`src/rtl/stepdown_pwm_ctrl.sv`:
```
// On-time sequencer for the stepdown loop: oscillator cycle start and current-limit trip in,
// non-overlapping high-side / low-side gate enables out, with dead time, blanking and max on-time.
//
// state | meaning
// IDLE  | converter disabled, both enables low
// LS_ON | low side conducting, waiting for cyc_start
// DT_HS | dead time before high-side turn-on
// HS_ON | high side conducting (blanking, current limit, max on-time)
// DT_LS | dead time before low-side turn-on
module stepdown_pwm_ctrl #(
  parameter int CW        = 8,
  parameter int DT_CYC    = 2,
  parameter int BLANK_CYC = 4,
  parameter int MAXON_CYC = 20
) (
  input  logic CLK,
  input  logic RST,
  input  logic CELV,
  input  logic CELG,
  input  logic SUB,
  input  logic en,
  input  logic cyc_start,
  input  logic ilim_trip,
  output logic hs_on,
  output logic ls_on,
  output logic ilim_evt,
  output logic maxon_evt,
  output logic cyc_skip
);

  localparam logic [2:0] IDLE  = 3'd0;
  localparam logic [2:0] LS_ON = 3'd1;
  localparam logic [2:0] DT_HS = 3'd2;
  localparam logic [2:0] HS_ON = 3'd3;
  localparam logic [2:0] DT_LS = 3'd4;

  localparam logic [CW-1:0] L_DT_TC    = CW'(DT_CYC - 1);
  localparam logic [CW-1:0] L_MAXON_TC = CW'(MAXON_CYC - 1);
  localparam logic [CW-1:0] L_BLANK    = CW'(BLANK_CYC);

  logic [2:0]    r_state;
  logic [CW-1:0] r_cnt;
  logic          r_ilim_meta;
  logic          r_ilim_s;
  logic          r_hs_on;
  logic          r_ls_on;
  logic          r_ilim_evt;
  logic          r_maxon_evt;
  logic          r_cyc_skip;

  logic [2:0]    w_state_nxt;
  logic [CW-1:0] w_cnt_nxt;
  logic [CW-1:0] w_cnt_inc;
  logic          w_hs_nxt;
  logic          w_ls_nxt;
  logic          w_ilim_evt_nxt;
  logic          w_maxon_evt_nxt;
  logic          w_skip_nxt;
  logic          w_blank_done;
  logic          w_unused_pins;

  // Supply/ground/substrate pins exist only so the brick matches its neighbours.
  assign w_unused_pins = CELV ^ CELG ^ SUB;

  assign w_cnt_inc    = (r_cnt == {CW{1'b1}}) ? r_cnt : r_cnt + CW'(1);
  assign w_blank_done = (r_cnt >= L_BLANK);

  always_ff @(posedge CLK or posedge RST) begin
    if (RST) begin
      r_ilim_meta <= 1'b0;
      r_ilim_s    <= 1'b0;
    end else begin
      r_ilim_meta <= ilim_trip;
      r_ilim_s    <= r_ilim_meta;
    end
  end

  always_comb begin
    w_state_nxt     = r_state;
    w_cnt_nxt       = '0;
    w_hs_nxt        = 1'b0;
    w_ls_nxt        = 1'b0;
    w_ilim_evt_nxt  = 1'b0;
    w_maxon_evt_nxt = 1'b0;
    w_skip_nxt      = 1'b0;
    if (!en) begin
      w_state_nxt = IDLE;
    end else begin
      case (r_state)
        IDLE: begin
          w_state_nxt = LS_ON;
          w_ls_nxt    = 1'b1;
          w_skip_nxt  = cyc_start;
        end
        LS_ON: begin
          if (cyc_start) begin
            w_state_nxt = DT_HS;
          end else begin
            w_ls_nxt = 1'b1;
          end
        end
        DT_HS: begin
          w_skip_nxt = cyc_start;
          if (r_cnt == L_DT_TC) begin
            w_state_nxt = HS_ON;
            w_hs_nxt    = 1'b1;
          end else begin
            w_cnt_nxt = w_cnt_inc;
          end
        end
        HS_ON: begin
          w_skip_nxt = cyc_start;
          // Current limit outranks max on-time when both land on the same edge.
          if (w_blank_done && r_ilim_s) begin
            w_state_nxt    = DT_LS;
            w_ilim_evt_nxt = 1'b1;
          end else if (r_cnt == L_MAXON_TC) begin
            w_state_nxt     = DT_LS;
            w_maxon_evt_nxt = 1'b1;
          end else begin
            w_hs_nxt  = 1'b1;
            w_cnt_nxt = w_cnt_inc;
          end
        end
        DT_LS: begin
          w_skip_nxt = cyc_start;
          if (r_cnt == L_DT_TC) begin
            w_state_nxt = LS_ON;
            w_ls_nxt    = 1'b1;
          end else begin
            w_cnt_nxt = w_cnt_inc;
          end
        end
        default: begin
          w_state_nxt = IDLE;
        end
      endcase
    end
  end

  always_ff @(posedge CLK or posedge RST) begin
    if (RST) begin
      r_state     <= IDLE;
      r_cnt       <= '0;
      r_hs_on     <= 1'b0;
      r_ls_on     <= 1'b0;
      r_ilim_evt  <= 1'b0;
      r_maxon_evt <= 1'b0;
      r_cyc_skip  <= 1'b0;
    end else begin
      r_state     <= w_state_nxt;
      r_cnt       <= w_cnt_nxt;
      r_hs_on     <= w_hs_nxt;
      r_ls_on     <= w_ls_nxt;
      r_ilim_evt  <= w_ilim_evt_nxt;
      r_maxon_evt <= w_maxon_evt_nxt;
      r_cyc_skip  <= w_skip_nxt;
    end
  end

  assign hs_on     = r_hs_on;
  assign ls_on     = r_ls_on;
  assign ilim_evt  = r_ilim_evt;
  assign maxon_evt = r_maxon_evt;
  assign cyc_skip  = r_cyc_skip;

endmodule

```
`config.mk`:
```
export PLATFORM = sky130hd
export DESIGN_NAME = stepdown_pwm_ctrl
export DESIGN_NICKNAME = d
export VERILOG_FILES = /design/src/rtl/stepdown_pwm_ctrl.sv
export SDC_FILE = /design/constraint.sdc
export NUM_CORES = 1
export LEC_CHECK = 0
export CORE_MARGIN = 5
export CORE_UTILIZATION = 45
export CTS_BUF_LIST = sky130_fd_sc_hd__clkbuf_4
export DETAILED_ROUTE_END_ITERATION = 12
export DONT_BUFFER_PORTS = 1
export PLACE_DENSITY = 0.62
export RECOVER_POWER = 50
export SLEW_MARGIN = 20
export SYNTH_ARGS = -nofsm -noshare
export SYNTH_HDL_FRONTEND = slang
export SYNTH_SLANG_ARGS = --single-unit
```
`constraint.sdc`:
```
create_clock -name CLK -period 1.81 [get_ports CLK]
set_input_delay 0.2715 -clock CLK [delete_from_list [all_inputs] [get_ports CLK]]
set_output_delay 0.2715 -clock CLK [all_outputs]
set_load 0.005 [all_outputs]
```
Word-level counts from Yosys, hierarchy flattened:

Index checks and enable logic that the tools add are counted.
Widths: inputs -> output; s select.

* register bits: 18
* bits in latches: 0
* RAM bits: 0
* memory bits (read-only): 0
* input bits: 8
* output and inout port bits: 5
* word-level logic and storage cells: 57
* memories kept: 0

* $add $sub $neg: 1
* multiply operators: 0
* divide/modulo/power cells: 0
* $lt $le $gt $ge: 1
* equality and inequality tests: 11
* shifts and indexed selects: 0
* muxes and demuxes: 30
* bitwise logic cells: 0
* reductions and logical operators: 5

Operators with widths (count)
* $mux 8: 5
* $mux 3: 6
* $pmux 8 s2: 1
* $mux 1: 15
* $pmux 3 s5: 1
* $ne 3x3->1 const B: 3
* $add 8x1->8 const B: 1
* $eq 8x1->1 const B: 1
* $eq 8x5->1 const B: 1
* $eq 8x8->1 const B: 1
* $ge 8x3->1 const B: 1
* $eq 3x2->1 const B: 2
* $ne 4x4->1 const B: 1
* $reduce_and 4->1: 1
* $reduce_or 4->1: 1
* $eq 3x1->1 const B: 1
* $eq 3x3->1 const B: 1
* $logic_not 3->1: 1
* $pmux 1 s3: 1
* $pmux 1 s2: 1
* $reduce_or 2->1: 1
* $logic_and 1x1->1: 1

Logic depth before layout (Yosys ltp):

Gate-level depths: netlist of run 1.

* word-level depth: 6
* mapped depth: 5
* gate-level depth less buffers: 5

Least setup slack after synthesis of run 1:

Ideal clock, no wire load.

* path kind: flip-flop to flip-flop
* start: register r_cnt[0]
* end: register r_cnt[6]
* library setup time: 0.101 ns
* data arrival time: 1.528 ns
* path slack: 0.181 ns
* cell stages (with the launch flop): 6
* clock period less this slack: 1.629 ns
* path through: dfrtp_1 ha_1 nor4b_4 a211oi_2 o31ai_4 nor4_1

* longest elaborated chain between the ends: 6
* elaborated cells between the ends (all ways): 12
* classes of those cells: add/sub: 1; order compare: 1; eq/ne: 3; mux: 6; reduce/logical: 1

RTL lines
* start, declared: line 42 `logic [CW-1:0] r_cnt;`
* start signal, assigned: line 152 `r_cnt <= w_cnt_nxt;`
* $add 8x1->8 / $eq 8x8->1 (equally long branches): line 65 `assign w_cnt_inc = (r_cnt == {CW{1'b1}}) ? r_cnt : r_cnt + CW'(1);`
* $mux 8: line 65
* $mux 8: line 117 `end else if (r_cnt == L_MAXON_TC) begin`
* $mux 8: line 114 `if (w_blank_done && r_ilim_s) begin`
* $pmux 8 s2 *: line 89 `case (r_state)`
* $mux 8 *: line 86 `if (!en) begin`
* net w_cnt_nxt[6]: line 52 `logic [CW-1:0] w_cnt_nxt;`

The timed path passes the listed nets; every way through them passes the cells marked *.
A chain may end at the register's enable or synchronous reset.

Final worst setup path of run 1:

* start: register r_cnt[0]
* end: register r_state[0]

* longest elaborated chain between the ends: 5
* elaborated cells between the ends (all ways): 11
* classes of those cells: order compare: 1; eq/ne: 5; mux: 3; reduce/logical: 2

RTL lines
* $ge 8x3->1: line 66 `assign w_blank_done = (r_cnt >= L_BLANK);`
* $logic_and 1x1->1: line 114
* $mux 3: line 114
* $pmux 3 s5: line 89
* $mux 3: line 86
* end signal, assigned: line 151 `r_state <= w_state_nxt;`
* end, declared: line 41 `logic [2:0] r_state;`

Parallel ways exist; a longest one is shown, timed or not.

==> results of run 1 <==
-- cell type report --
cell class | instances | area, µm²
clock buffer | 3 | 22.52
clock inverter | 1 | 3.754
fill | 188 | 1013
inverter | 4 | 15.01
multi-input combinational | 71 | 545.5
sequential | 18 | 452.9
tap | 28 | 35.03
timing repair buffer | 13 | 102.6
-- per-stage QoR --
stage / hold WS [ns] / util, % / total power (W) / worst slack [ns]
finish: 0.08024 / 53.74 / 0.0009021 / 0.1158
global route: 0.05706 / 53.74 / 0.0009613 / -0.001528
CTS: 0.06884 / 52.20 / 0.0008975 / 0.006726
detailed placement: 0.3024 / 50.09 / 0.0006839 / 0.0002415
global placement: 0.3030 / 50.09 / 0.0006767 / 0.04851
floorplan: 0.2101 / - / 0.0006219 / 0.1807
-- synth_stat cells (all sizes together) --
cell type  number
nor4b           1
nor4bb          1
clkbuf          1
nor3            8
xnor2           2
nor4            2
or3             1
o31a            1
o21ai           5
o21a            1
nor2            8
and3            3
and4            1
buf             4
a31oi           1
nand3           5
a21oi           2
xor2            1
or4b            1
and3b           1
nor3b           2
a41o            1
a31o            1
nand3b          1
inv             4
o31ai           1
nand4           5
o211ai          1
a211oi          1
a21boi          3
and2            2
mux2i           2
nand2b          1
ha              3
nand2           2
dfrtp          18
-- routing by layer --
metal / vias to the layer above / track usage (%)
met2: 9 / 20.65
met4: 0 / 7.947
met5: - / 0
met1: 367 / 18.13
li1: 391 / -
met3: 5 / 2.004
-- power groups by stage --
| stage | Combinational (W) | Clock (W) | Sequential, W |
|---|---|---|---|
| finish | 0.000217 | 0.000208 | 0.000477 |
| global route | 0.000243 | 0.000237 | 0.000481 |
| CTS | 0.000204 | 0.000218 | 0.000476 |
| detailed placement | 0.000200 | 0 | 0.000484 |
| global placement | 0.000196 | 0 | 0.000480 |
| floorplan | 0.000158 | 0 | 0.000464 |
-- registers in the layout (all words and copies together) (netlist names) --
register,flops
ilim_evt,1
ls_on,1
hs_on,1
maxon_evt,1
r_state,3
cyc_skip,1
r_ilim_meta,1
r_ilim_s,1
r_cnt,8
-- timing repair --
| item | in CTS | in global routing |
|---|---|---|
| buffers inserted | 0 | 1 |
| resized for setup | 0 | 8 |
| hold endpoints to repair | 19 | 0 |
| hold buffers | 2 | 0 |
| endpoints found under the setup margin | 0 | 10 |
-- cells by family (layout without fill, tap and decap cells) --
group	count (synthesis)	after routing	synth area share, %
buffers and inverters	9	21	5.010
muxes	2	2	1.956
and+or+nand+nor	45	45	29.10
xor gates and xnor gates	3	3	2.568
adders and majority gates	3	3	3.668
DFF	18	18	44.01
AOI/OAI and AO/OA	18	18	13.69
-- worst paths after layout --
path                             start          to  slack (ns)  depth (start not counted)
min in group asynchronous          RST    r_cnt[4]        0.50                          2
setup reg to reg              r_cnt[0]  r_state[0]        0.12                          6
max in group asynchronous          RST  r_state[2]        0.83                          2
hold / removal                      en    ilim_evt        0.08                          2
hold reg to reg            r_ilim_meta    r_ilim_s        0.36                          0
setup / recovery              r_cnt[0]  r_state[0]        0.12                          6
==> flow_summary.ini, run 1 <==
[run_status]
outcome = finished, final reports clean

[global_route]
grt_max_degree = 19
grt_util_all_layers_pct = 13.53
antenna_found_initial = 0
grt_pass1_wl_um = 3512
grt_pass1_vias = 773
grt-ovfl-total = 0

[floorplanning]
ios = 13
fp.dieH_um = 57.69
die_area_um2 = 3328
die_x_um = 57.69
rows = 17
start_util_pct = 46.72
core-area_um2 = 2191

[final_layout]
synthToLayoutAreaGrowth_pct = 15.04
layout.cells.most_common = dfrtp_1
layout_common_cells = dfrtp_1, buf_4, nor3_1
finalNetCount = 122
final_area_um2 = 1177
layout.cells.non_filler = 138
drive_above_1_share_pct = 25.45
n_antenna_cell = 0

[critical_path]
start_kind = flop
cp_top_family = compound AO/OA/AOI/OAI gates
critPathBufInv = 1
crit_chain = ha_2 > nor4b_4 > a211oi_2 > buf_4 > o31a_1 > a41o_1
path_max_fanout = 3
crit_type = reg -> reg
slowest_stage = dfrtp_1
critPathMaxStageDelay_ns = 0.37
end_kind = flop
crit_arrival_ns = 1.89
critPathRequiredTime_ns = 2.01

[power_and_ir_drop]
power_density_nw_per_um2 = 766.2
p_int_w = 0.0006155
switchingPower_w = 0.0002866
power_leakage_nw = 0.4711
peakVddDrop_mv = 0.5237
swShare_pct = 31.77
power_frac_seq_pct = 52.9
comb_power_share_pct = 24.0
clkPwrFrac_pct = 23.1

[route]
m1WireLength_um = 971
top_layer = met4
routedWlPerCell_um = 14.25
drcViolationCount = 0
dr_wl_met3_um = 54
ant_nets = 0
drt_pass1_iterations = 4
wl_met2_um = 891
drtIter0Drc = 14
viasPerCell = 5.594
dr_total_vias = 772
routed_wl_um = 1966

[sta]
hold_viol = 0
setup_violations = 0
max_slew.worst_pin.slew_ns = 0.7097
fmax_mhz = 590.3
drv_slew = 0
fin_crit_sh_pct = 93.60
finalClockSkew_ns = 0.006549
setup_tns_ns = 0
min_period_ns = 1.694
slew_headroom_pct = 52.37

[place]
gp_congestion = 0.8770
placed_area_um2 = 1097
dp_hpwl_um = 1386
port_buffers = 0
dpl.cell_count = 131

[clock_network]
cts_tree = done
clk_latency_ns = 0.30
cts_buffer_depth = 2
cts.clk_slew.worst_paths_ns = 0.10
clkSinkCount = 18
root_buffer = clkbuf_4
cts_buffers = 3
cts-htree-levels = 1

[synthesis]
yosysSeqAreaShare_pct = 44.01
syn_area_per_cell_um2 = 10.44
yosys-top-cells-area = dfrtp_1, nor3_1, ha_1
synth.distinct_cells = 43
yosys_warnings = 0
yosysTopAreaCellShare_pct = 44.01
synth_nets = 109
ys_ff_latch = 18
syn_inst = 98
yosys.area.top_type = dfrtp_1
netlist_area_um2 = 1023

[hold_path]
min_path_type = in -> reg

[flow_run]
drv_cap = 0
Power figures use the tool's default switching activity.
==> run 2: changes to the inputs <==
--- a/config.mk
+++ b/config.mk
@@ -12,3 +12,3 @@
 export DONT_BUFFER_PORTS = 1
-export PLACE_DENSITY = 0.62
+export PLACE_DENSITY = 0.68
 export RECOVER_POWER = 50
--- a/constraint.sdc
+++ b/constraint.sdc
@@ -3,2 +3,2 @@
 set_output_delay 0.2715 -clock CLK [all_outputs]
-set_load 0.005 [all_outputs]
+set_load 0.02 [all_outputs]
==> flow_summary.ini, run 2 (synthesized netlist as in run 1, its figures left out) <==
[global_route]
grt_pass1_vias = 745
grt_util_all_layers_pct = 12.58
grt-ovfl-total = 0
grt_pass1_wl_um = 3222
antenna_found_initial = 0
grt_max_degree = 19

[sta]
setup_violations = 0
max_slew.worst_pin.slew_ns = 0.6733
min_period_ns = 1.770
fin_crit_sh_pct = 97.78
setup_tns_ns = 0
drv_slew = 0
finalClockSkew_ns = 0.007544
hold_viol = 0
fmax_mhz = 565.0
rsz0062_at_grt = no
slew_headroom_pct = 55.06

[floorplanning]
core-area_um2 = 2191
ios = 13
start_util_pct = 46.72
fp.dieH_um = 57.69
die_x_um = 57.69
rows = 17
die_area_um2 = 3328

[clock_network]
cts.clk_slew.worst_paths_ns = 0.11
cts_tree = done
root_buffer = clkbuf_4
cts-htree-levels = 1
cts_buffers = 3
clkSinkCount = 18
cts_buffer_depth = 2
clk_latency_ns = 0.29
postCtsSetupBuffers = 0

[final_layout]
finalNetCount = 123
synthToLayoutAreaGrowth_pct = 13.45
layout.cells.most_common = dfrtp_1
utilization_pct = 53.00
final_area_um2 = 1161
drive_above_1_share_pct = 22.52
largest_reg_flops = 8
layout_common_cells = dfrtp_1, buf_4, nor3_1
top_register = r_cnt
reg_top3 = r_cnt x8, r_state x3
n_antenna_cell = 0
fillers = 191

[place]
placed_area_um2 = 1112
port_buffers = 0
gp_congestion = 0.7618
dp_hpwl_um = 1449

[route]
routed_wl_um = 1886
drtIter0Drc = 12
viasPerCell = 5.561
drcViolationCount = 0
drt_pass1_iterations = 4
ant_nets = 0
dr_total_vias = 773
routedWlPerCell_um = 13.57

[power_and_ir_drop]
peakVddDrop_mv = 0.4575
power_density_nw_per_um2 = 779.1
power_leakage_nw = 0.4831

[critical_path]
start_kind = flop
path_max_fanout = 8
crit_arrival_ns = 1.97
crit_type = reg -> reg
end_kind = flop
critPathRequiredTime_ns = 2.01

[flow_run]
drv_cap = 0

[run_status]
outcome = finished, final reports clean

[hold_path]
min_path_type = in -> reg
-- run 2: critical path, cell delays in order, from the launching register on --
cell,delay [ns]
dfrtp_1,0.46
nor4_4,0.39
and3_2,0.31
o31ai_4,0.07
buf_4,0.17
nor4_1,0.27
-- run 2: final cells by class --
type | instances | area (µm²) | share of cell area (%)
multi-input cells | 71 | 524.3 | 45.15
flip-flops and latches | 18 | 450.4 | 38.79
repair buffers | 14 | 110.1 | 9.483
well taps | 28 | 35.03 | 3.017
clock buffers | 3 | 22.52 | 1.940
inverters | 4 | 15.01 | 1.293
clock inverters | 1 | 3.754 | 0.3233
-- run 2: per-stage QoR --
stage / total power [W] / hold WS [ns] / worst slack, ns / std cells
after floorplan: 0.0006373 / 0.2101 / 0.1807 / 98
after global placement: 0.0006951 / 0.2963 / 0.1140 / 133
after detailed placement: 0.0007039 / 0.2957 / 0.03828 / 133
after CTS: 0.0009178 / 0.07698 / 0.04492 / 139
after global routing: 0.0009611 / 0.07048 / 0.009383 / 139
final: 0.0009046 / 0.08813 / 0.04019 / 139
-- run 2: worst paths after layout --
check                       startpoint           to  slack [ns]  cells after the start
min in group asynchronous          RST     r_cnt[7]        0.51                      2
min                                 en     ilim_evt        0.09                      2
max in group asynchronous          RST  r_ilim_meta        0.87                      2
min reg2reg                r_ilim_meta     r_ilim_s        0.36                      0
max                           r_cnt[3]     r_cnt[6]        0.04                      5
max reg2reg                   r_cnt[3]     r_cnt[6]        0.04                      5
-- run 2: what timing repair did --
action                                  4_1_cts  5_1_grt
gates resized for setup                       0        1
endpoints found under the setup margin        0        2
hold buffers                                  2        0
endpoints found under the hold margin        19        0
-- run 2: metal layers --
layer | vias to the layer above | share of wire [%] | global-route usage [%]
met1 | 375 | 46 | 15.67
met3 | 2 | 3.4 | 2.673
li1 | 388 | - | -
met5 | - | 0 | 0
met4 | 0 | 1.1 | 6.954
met2 | 8 | 49 | 20.16
-- run 2: report_power, final --
group | switching [W] | internal, W | total, W
registers | 0.0000537 | 0.000433 | 0.000487
logic | 0.000109 | 0.000100 | 0.000209
clock network | 0.000128 | 0.0000802 | 0.000208
total | 0.000291 | 0.000614 | 0.000905
